<file path="src/rtl/msrv32_wb_arbiter.sv">
// msrv32_wb_arbiter: round-robin write-back arbiter with register scoreboard and RAW stall
module msrv32_wb_arbiter #(
  parameter int ADDR_W = 5,
  parameter int DATA_W = 32
) (
  input  logic                  ms_riscv32_mp_clk_in,
  input  logic                  ms_riscv32_mp_rst_n_in,
  input  logic [2:0]            req_valid_in,
  input  logic [3*ADDR_W-1:0]   req_rd_addr_in,
  input  logic [3*DATA_W-1:0]   req_data_in,
  output logic [2:0]            req_ready_out,
  output logic                  wr_en_out,
  output logic [ADDR_W-1:0]     rd_addr_out,
  output logic [DATA_W-1:0]     rd_out,
  input  logic                  iss_valid_in,
  input  logic [ADDR_W-1:0]     iss_rd_addr_in,
  input  logic [ADDR_W-1:0]     rs_1_addr_in,
  input  logic [ADDR_W-1:0]     rs_2_addr_in,
  input  logic                  rs_1_used_in,
  input  logic                  rs_2_used_in,
  output logic [31:0]           pending_out,
  output logic                  stall_out
);
  logic [1:0]        ptr_q, ptr_d;
  logic [2:0]        gnt;
  logic              wr_en_q, wr_en_d;
  logic [ADDR_W-1:0] rd_addr_q, rd_addr_d, sel_addr;
  logic [DATA_W-1:0] rd_q, rd_d, sel_data;
  logic [31:0]       pending_q, pending_d;
  logic              hz_1, hz_2;
  // first valid requester scanning from ptr, wrapping mod 3
  always_comb begin
    gnt = (ptr_q == 2'd0) ? (req_valid_in[0] ? 3'b001 : req_valid_in[1] ? 3'b010 : req_valid_in[2] ? 3'b100 : 3'b000) :
          (ptr_q == 2'd1) ? (req_valid_in[1] ? 3'b010 : req_valid_in[2] ? 3'b100 : req_valid_in[0] ? 3'b001 : 3'b000) :
                            (req_valid_in[2] ? 3'b100 : req_valid_in[0] ? 3'b001 : req_valid_in[1] ? 3'b010 : 3'b000);
  end
  assign req_ready_out = gnt;
  assign sel_addr = gnt[1] ? req_rd_addr_in[ADDR_W +: ADDR_W] : gnt[2] ? req_rd_addr_in[2*ADDR_W +: ADDR_W] : req_rd_addr_in[0 +: ADDR_W];
  assign sel_data = gnt[1] ? req_data_in[DATA_W +: DATA_W] : gnt[2] ? req_data_in[2*DATA_W +: DATA_W] : req_data_in[0 +: DATA_W];
  // next pointer, output stage and scoreboard; an issue to the same register beats a retiring write
  always_comb begin
    ptr_d     = gnt[0] ? 2'd1 : gnt[1] ? 2'd2 : gnt[2] ? 2'd0 : ptr_q;
    wr_en_d   = (|gnt) && (sel_addr != '0);
    rd_addr_d = (|gnt) ? sel_addr : rd_addr_q;
    rd_d      = (|gnt) ? sel_data : rd_q;
    pending_d = pending_q;
    if (wr_en_q) pending_d[rd_addr_q] = 1'b0;
    if (iss_valid_in && iss_rd_addr_in != '0) pending_d[iss_rd_addr_in] = 1'b1;
    pending_d[0] = 1'b0;
  end
  // state registers; reset drops any in-flight write
  always_ff @(posedge ms_riscv32_mp_clk_in or negedge ms_riscv32_mp_rst_n_in) begin
    if (!ms_riscv32_mp_rst_n_in) begin
      ptr_q     <= 2'd0;
      wr_en_q   <= 1'b0;
      rd_addr_q <= '0;
      rd_q      <= '0;
      pending_q <= '0;
    end else begin
      ptr_q     <= ptr_d;
      wr_en_q   <= wr_en_d;
      rd_addr_q <= rd_addr_d;
      rd_q      <= rd_d;
      pending_q <= pending_d;
    end
  end
  assign hz_1 = rs_1_used_in && rs_1_addr_in != '0 && pending_q[rs_1_addr_in] && !(wr_en_q && rd_addr_q == rs_1_addr_in);
  assign hz_2 = rs_2_used_in && rs_2_addr_in != '0 && pending_q[rs_2_addr_in] && !(wr_en_q && rd_addr_q == rs_2_addr_in);
  assign stall_out   = hz_1 | hz_2;
  assign wr_en_out   = wr_en_q;
  assign rd_addr_out = rd_addr_q;
  assign rd_out      = rd_q;
  assign pending_out = pending_q;
endmodule

</file>
<file path="config.mk">
export PLATFORM = sky130hd
export DESIGN_NAME = msrv32_wb_arbiter
export DESIGN_NICKNAME = d
export VERILOG_FILES = /design/src/rtl/msrv32_wb_arbiter.sv
export SDC_FILE = /design/constraint.sdc
export NUM_CORES = 1
export LEC_CHECK = 0
export CAP_MARGIN = 20
export CELL_PAD_IN_SITES_DETAIL_PLACEMENT = 1
export CELL_PAD_IN_SITES_GLOBAL_PLACEMENT = 1
export CORE_MARGIN = 3
export CORE_UTILIZATION = 26
export DETAILED_ROUTE_END_ITERATION = 10
export HOLD_SLACK_MARGIN = 0.02
export PLACE_DENSITY = 0.83
export SETUP_SLACK_MARGIN = 0.3
export SYNTH_ARGS = -nofsm -noshare
export SYNTH_HDL_FRONTEND = slang
export SYNTH_SLANG_ARGS = --single-unit
</file>
<file path="constraint.sdc">
create_clock -name ms_riscv32_mp_clk_in -period 1.9 [get_ports ms_riscv32_mp_clk_in]
set_input_delay 0.38 -clock ms_riscv32_mp_clk_in [delete_from_list [all_inputs] [get_ports ms_riscv32_mp_clk_in]]
set_output_delay 0.38 -clock ms_riscv32_mp_clk_in [all_outputs]
set_load 0.02 [all_outputs]
</file>
==> out/results.txt, run 1 <==
DIE AREA -> 0.01730 mm^2
Synth Area in Simple Gates -> 15.69%
Initial Util -> 26.76%
Tot GR Track Use -> 23.71%
Worst Setup Start Kind -> primary input
Vias in the first global route -> 5,792
RSZ-0062 raised after global routing -> true
Gr ovfl total -> 0
Dpl ws -> -1042 ps
First-pass GRT wire length -> 32,710 um
Period minus WS final -> 2260 ps
CP required -> 1520 ps
Area contributors post-synth -> dfrtp_1, o21ai_0, o221ai_1
Fillers -> 1,624
WP data arrival -> 1880 ps
Final WL -> 23,610 um
Setup CP Type -> primary input to output port
Inst Count DP -> 908
Antenna Nets Post-Route -> 0
Final hold vios -> 0
Routability congestion estimate -> 0.8694
Main combinational cell family by area after synthesis -> compound AO/OA/AOI/OAI gates
Initial antenna violation count -> 0
Main synth FF type -> dfrtp_1
Final Skew -> 3.679 ps
Skew-Pair Late Insertion Delay -> 330 ps
Yosys warning count -> 0
Mapped cell area -> 0.004098 mm^2
Distinct cells, synth -> 43
Max VDD drop -> 0.4502 mV
Post-synthesis mux area share -> 7.878%
Fin cells -> 972
Area leader, netlist -> dfrtp_1
Worst-path clk slew -> 60 ps
Critical path's slowest cell -> or4_4
Synth Area in XOR/XNOR -> 2.137%
Failing checks -> setup timing
Pin count of the biggest net entering global routing -> 45
Pwr dens -> 1081 mW/mm^2
Leakage power figure -> 3.468 nW
Fin nets -> 890
Compound-gate portion of the synthesized area -> 26.47%
Slew HR -> 60.60%
CP endpoint kind -> output port
FP Rows -> 45
Total power -> 9.269 mW
Core Region -> 0.01531 mm^2
Max clock buf depth -> 2
PortBufs -> 206
Layout cell share with drive strength beyond 1 -> 34.69%
EDFF count, synth -> 0
WL/cell -> 24.29 um
Post-synthesis adder-cell area fraction -> 0%
Outcome -> finished, violations left
Setup-failing EPs final -> 1
Cts bufs inserted -> 9
Ys async rst share -> 100.0%
Slew @ Worst Pin -> 591.0 ps
Hold slack -> 46.21 ps
First DRT Iteration DRCs -> 282
Worst-path fanout max -> 5
List of most frequent post-synthesis cells -> dfrtp_1, o21ai_0, nor2_1
Hold_buf cts -> 0
# DRC -> 0
Antenna Cells -> 0
Syn_area_per_cell -> 9.250 um^2
Design area -> 0.008572 mm^2
Htree depth -> 3
Post-synthesis cell count -> 443
Syn_nets -> 577
CP Cell Sequence -> buf_2, bufbuf_16, or4_4, o21ai_2, a31oi_1, nand4_1, o21ai_2, buf_6
Num Clock Sinks -> 71
Die Ht -> 131.5 um
CTS tree -> built
Final HPWL from detailed placement -> 14,910 um
Achievable Freq -> 0.4425 GHz
I/O pin cnt -> 208
Layout Area Growth over Synthesis -> 109.2%
Hold WC Path Type -> primary input to async pin
Top-count cell post-synth -> dfrtp_1
Most frequent cell on the critical path -> o21ai_2
Slew Limit Fails -> 0
Seq cells post-synth -> 71
Setup_tns -> -360.1 ps
Root Driver -> clkbuf_16
DR vias/cell -> 5.526
Placed Area -> 0.006964 mm^2
Via count -> 5,371
Final core occ -> 55.97%
Die width -> 131.5 um
Detailed Routing Iterations Pass 1 -> 5
Max-cap violations -> 0
Synth top area share -> 43.36%
Seq/Total Area, Yosys -> 43.36%
Delay of the slowest cell on the worst path -> 520 ps
Final Cycle Share -> 119.0%
Worst setup margin -> -360.1 ps
==> area by class of cell <==
| cell class | instances | area [um^2] | share of cell area (%) |
|---|---|---|---|
| multi-input combinational | 334 | 2829 | 33.00 |
| inverter | 1 | 8.758 | 0.1022 |
| tap | 211 | 264.0 | 3.080 |
| clock inverter | 4 | 77.57 | 0.9050 |
| sequential | 71 | 1780 | 20.77 |
| clock buffer | 12 | 256.5 | 2.992 |
| timing repair buffer | 339 | 3356 | 39.15 |
==> critical path: cells and delay by family <==
| kind | cells | cell delay [ps] |
|---|---|---|
| and+or+nand+nor | 2 | 680 |
| AOI/OAI and AO/OA | 3 | 280 |
| buffers and inverters | 3 | 530 |
==> power breakdown <==
group | switching [mW] | internal (mW) | leakage (nW)
registers | 0.427 | 2.00 | 0.822
logic | 2.50 | 2.46 | 2.48
clock network | 0.655 | 1.23 | 0.163
==> what timing repair did <==
| item | CTS | global route |
|---|---|---|
| setup endpoints to repair | 115 | 63 |
| gates cloned | 5 | 9 |
| pin swaps | 50 | 63 |
| buffers inserted | 22 | 12 |
| resized for setup | 254 | 65 |
==> final timing paths <==
path	startpoint	slack (ps)	endpoint	cells after the start
worst max-delay path	rs_2_addr_in[0]	-360	stall_out	8
worst min register to register	rd_out[31]	560	rd_out[31]	2
worst max register to register	ptr_q[1]	160	wr_en_out	8
worst min-delay path	ms_riscv32_mp_rst_n_in	50	rd_out[31]	1
min in group ms_riscv32_mp_clk_in	rd_out[31]	560	rd_out[31]	2
max in group asynchronous	ms_riscv32_mp_rst_n_in	1220	pending_out[26]	2
==> sequential cells by signal, summed over array words and instances, names as in the netlist <==
name	cells
rd_out	32
pending_out	31
rd_addr_out	5
ptr_q	2
wr_en_out	1
==> placed cells by master, fill, tap and decap left out, drive strengths merged, types with 3 or more instances in the layout <==
master | Yosys | layout
a21oi | 7 | 7
a22oi | 5 | 5
a31oi | 35 | 35
buf | 21 | 146
clkbuf | 16 | 23
clkdlybuf4s15 | 0 | 12
clkdlybuf4s50 | 0 | 121
clkinv | 0 | 3
dfrtp | 71 | 71
dlygate4sd2 | 0 | 46
mux2 | 4 | 4
mux2i | 12 | 12
mux4 | 7 | 7
nand2 | 45 | 45
nand3 | 8 | 8
nand3b | 12 | 12
nor2 | 48 | 48
nor2b | 6 | 6
o21ai | 66 | 66
o221ai | 35 | 35
o22ai | 5 | 5
or3 | 3 | 3
or3b | 4 | 4
xnor2 | 6 | 6
xor2 | 4 | 4
==> per-layer routing <==
| layer | GRT usage (%) | wire length [um] | vias to the layer above | share of wire, % |
|---|---|---|---|---|
| li1 | - | - | 2318 | - |
| met1 | 27.45 | 9082 | 2668 | 38 |
| met2 | 41.98 | 12000 | 321 | 51 |
| met3 | 6.968 | 1804 | 64 | 7.6 |
| met4 | 7.701 | 723 | 0 | 3.1 |
| met5 | 0 | 0 | - | 0 |
==> kinds of logic after synthesis <==
logic type      Yosys count
other cells               1
mux                      23
flops                    71
buf+inv                  38
compound gates          164
simple gates            136
xor+xnor                 10
Note: power is estimated with default switching activity, not from simulation.
==> run 2, diff against run 1 <==
--- a/config.mk
+++ b/config.mk
@@ -5,14 +5,16 @@
 export SDC_FILE = /design/constraint.sdc
 export NUM_CORES = 1
 export LEC_CHECK = 0
+export ABC_AREA = 1
 export CAP_MARGIN = 20
 export CELL_PAD_IN_SITES_DETAIL_PLACEMENT = 1
 export CELL_PAD_IN_SITES_GLOBAL_PLACEMENT = 1
 export CORE_MARGIN = 3
-export CORE_UTILIZATION = 26
+export CORE_UTILIZATION = 25
+export CTS_CLUSTER_SIZE = 25
 export DETAILED_ROUTE_END_ITERATION = 10
 export HOLD_SLACK_MARGIN = 0.02
-export PLACE_DENSITY = 0.83
+export PLACE_DENSITY = 0.82
 export SETUP_SLACK_MARGIN = 0.3
 export SYNTH_ARGS = -nofsm -noshare
 export SYNTH_HDL_FRONTEND = slang
==> out/results.txt, run 2 <==
I/O pin cnt -> 208 (unchanged)
Layout cell share with drive strength beyond 1 -> 40.29% (+5.6 points)
Busiest layer in global routing -> met2
Skew-Pair Late Insertion Delay -> 340 ps (about the same)
Post-synthesis mux area share -> 0% (-7.9 points)
Ys async rst share -> 100.0% (unchanged)
Top-count cell post-synth -> nor2_1
Antenna Nets Post-Route -> 0 (unchanged)
CP endpoint kind -> output port
Setup-failing EPs final -> 2 (+1)
Syn_area_per_cell -> 6.951 um^2 (-25%)
P_int -> 7.053 mW (+24%)
Initial antenna violation count -> 0 (unchanged)
Final HPWL from detailed placement -> 15,820 um (+6.1%)
EDFF count, synth -> 0 (unchanged)
Post-synthesis adder-cell area fraction -> 0% (unchanged)
Max clock buf depth -> 2 (unchanged)
Most frequent cell on the critical path -> nand2_1
Failing checks -> setup timing
Main combinational cell family by area after synthesis -> compound AO/OA/AOI/OAI gates
First-pass GRT wire length -> 35,890 um (+9.7%)
Detailed Routing Iterations Pass 1 -> 5 (unchanged)
Main synth FF type -> dfrtp_1
Final Cycle Share -> 103.9% (-15 points)
CTS tree -> built
WL/cell -> 21.28 um (-12%)
Clock power frac -> 12.0% (-8.3 points)
Final hold vios -> 0 (unchanged)
Reg2reg start -> ptr_q[1]
Post-synthesis cell count -> 630 (+42%)
Area leader, netlist -> dfrtp_1
Worst setup margin -> -73.26 ps (+286.8 ps)
Tot GR Track Use -> 23.41% (-0.30 points)
Area contributors post-synth -> dfrtp_1, o21ai_0, nor2_1
Core Region -> 0.01688 mm^2 (+10%)
Critical path's slowest cell -> dfrtp_2
Slew Limit Fails -> 0 (unchanged)
Via count -> 6,053 (+13%)
Outcome -> finished, violations left
Htree depth -> 3 (unchanged)
R2r endpoint -> rd_out[12]
DR vias/cell -> 5.138 (-7.0%)
Final WL -> 25,070 um (+6.2%)
Dpl ws -> -888.8 ps (+153.3 ps)
M1 GR Usage -> 26.39% (-1.1 points)
Num Clock Sinks -> 71 (unchanged)
Die width -> 138.4 um (+5.2%)
Hold WC Path Type -> primary input to async pin
Comb power frac -> 63.9% (+10 points)
# DRC -> 0 (unchanged)
Syn_nets -> 764 (+32%)
PortBufs -> 206 (unchanged)
Pwr dens -> 1472 mW/mm^2 (+36%)
List of most frequent post-synthesis cells -> nor2_1, o21ai_0, a21oi_1
Worst-path clk slew -> 70 ps (about the same)
Yosys warning count -> 0 (unchanged)
Pin count of the biggest net entering global routing -> 72 (+60%)
First DRT Iteration DRCs -> 302 (+7.1%)
Net Sw Frac -> 46.92% (+8.3 points)
Reg2Reg Setup Slack -> -30 ps (-190 ps)
Layout Area Growth over Synthesis -> 106.2%
Max-cap violations -> 0 (unchanged)
Delay of the slowest cell on the worst path -> 440 ps (-80 ps)
WP data arrival -> 1590 ps (-290 ps)
Initial Util -> 25.95% (-0.81 points)
Routability congestion estimate -> 0.9131 (+5.0%)
Synth Area in XOR/XNOR -> 0.4000% (-1.7 points)
Die Ht -> 138.4 um (+5.2%)
RSZ-0062 raised after global routing -> true
Final Skew -> 9.473 ps (+5.794 ps)
DIE AREA -> 0.01914 mm^2 (+11%)
Achievable Freq -> 0.5068 GHz (+15%)
CP Cell Sequence -> o21ai_1, o21ai_1, nand2_1, nand2_1, nor2_1, nand2_1, nand3_2, nand2_2, buf_6
Commonest non-fill, non-tap cell in the layout -> clkdlybuf4s50_1
Seq cells post-synth -> 71 (unchanged)
CP required -> 1520 ps (about the same)
Antenna Cells -> 0 (unchanged)
Mapped cell area -> 0.004379 mm^2 (+6.9%)
Gr ovfl total -> 0 (unchanged)
Sequential power share -> 24.0% (-2.2 points)
Setup CP Type -> register to output port
Hold_buf cts -> 0 (unchanged)
Global Route met3 Usage -> 6.941% (-0.027 points)
Worst-path fanout max -> 4 (-1)
FP Rows -> 47 (+4.4%)
Highest-count cells in the layout ignoring fill and taps -> clkdlybuf4s50_1, buf_4, nor2_1, o21ai_0, a21oi_2
Max FFs per register -> 32 (unchanged)
Synth Area in Simple Gates -> 24.26% (+8.6 points)
Root Driver -> clkbuf_16
Distinct cells, synth -> 29 (-33%)
Setup_tns -> -107.4 ps (+252.7 ps)
Synth top area share -> 40.57% (-2.8 points)
M2 GR Usage -> 42.19% (+0.21 points)
Compound-gate portion of the synthesized area -> 26.31% (-0.16 points)
NetSw -> 6.233 mW (+74%)
Max VDD drop -> 0.6975 mV (+55%)
Leakage power figure -> 3.801 nW (+9.6%)
Cts bufs inserted -> 9 (unchanged)
Seq/Total Area, Yosys -> 40.57% (-2.8 points)
Fin nets -> 1,087 (+22%)
Worst Setup Start Kind -> register
Period minus WS final -> 1973 ps (-286.8 ps)
Vias in the first global route -> 6,488 (+12%)
Reg2Reg Depth -> 10 (+2)
## run 2: cell count changes in the layout (fill, tap and decap cells not counted), sizes merged, moves of 23 or more
cell,previous run,this run
a21oi,7,79
a31oi,35,0
inv,0,46
nand2,45,68
nand3,8,44
nor2,48,140
o21ai,66,118
o221ai,35,0
## run 2: critical path: cells and delay by family, from the launching register on
| family | cells | cell delay [ps] |
|---|---|---|
| compound gates | 2 | 250 |
| simple gates | 6 | 450 |
| buf+inv | 1 | 130 |
| flops | 1 | 440 |
## run 2: worst max path at each step
stage,startpoint,endpoint,slack (ps),cells past startpoint
after floorplan,rd_addr_out[2],stall_out,300,9
after global routing,rd_addr_out[1],stall_out,-180,9
after global placement,rs_1_addr_in[0],stall_out,-820,12
final,pending_out[3],stall_out,-70,9
after detailed placement,rs_1_addr_in[0],stall_out,-890,10
after CTS,rd_addr_out[1],stall_out,-60,9
## run 2: stage by stage
step | hold slack, ps | area [um^2] | utilization (%) | power [mW] | std cells
after floorplan | 84.41 | 4447 | - | 5.771 | 630
after global placement | 426.1 | 7318 | 43.36 | 9.357 | 1110
after detailed placement | 428.3 | 7318 | 43.36 | 9.538 | 1110
after CTS | 62.75 | 8666 | 51.35 | 12.61 | 1169
after global routing | 80.81 | 9029 | 53.50 | 14.05 | 1178
final | 26.68 | 9029 | 53.50 | 13.29 | 1178
## run 2: cell type report
type / count / area [um^2]
Sequential cell: 71 / 1792
Timing Repair Buffer: 345 / 3441
Multi-Input combinational cell: 477 / 3034
Inverter: 49 / 211.5
Fill cell: 1985 / 7849
Clock inverter: 7 / 50.05
Tap cell: 220 / 275.3
Clock buffer: 9 / 225.2
## run 2: per-layer routing
metal / part of all wire [%] / vias to the layer above
met5: 0 / -
met4: 3.2 / 0
met3: 7.6 / 62
met2: 52 / 271
met1: 38 / 2953
li1: - / 2767
## run 2: cell families (layout without fill, tap and decap cells)
logic type,Yosys count,in the layout
and+or+nand+nor,254,254
other,1,1
buffers and inverters,82,410
xor gates and xnor gates,2,2
AOI/OAI and AO/OA,220,220
DFF,71,71
## run 2: power by group through the flow
| stage | Sequential [mW] | Combinational, mW | Clock [mW] |
|---|---|---|---|
| global route | 3.28 | 9.07 | 1.70 |
| finish | 3.19 | 8.50 | 1.60 |
| CTS | 3.11 | 7.88 | 1.62 |
| floorplan | 3.68 | 2.10 | 0 |
| detailed placement | 2.97 | 6.57 | 0 |
| global placement | 2.93 | 6.43 | 0 |
## run 2: repair_timing
item,in CTS,in global routing
gates resized for setup,404,100
pin swaps,38,26
endpoints found under the setup margin,113,67
setup buffers,31,7
endpoints found under the hold margin,0,0
cloned,12,2
==> run 3, diff against run 2 <==
--- a/config.mk
+++ b/config.mk
@@ -11,6 +11,8 @@
 export CELL_PAD_IN_SITES_GLOBAL_PLACEMENT = 1
 export CORE_MARGIN = 3
 export CORE_UTILIZATION = 25
+export CTS_BUF_LIST = sky130_fd_sc_hd__clkbuf_16
+export CTS_CLUSTER_DIAMETER = 100
 export CTS_CLUSTER_SIZE = 25
 export DETAILED_ROUTE_END_ITERATION = 10
 export HOLD_SLACK_MARGIN = 0.02
==> results of run 3 <==
Final layout, timing and power as in run 2 (identical DEF).
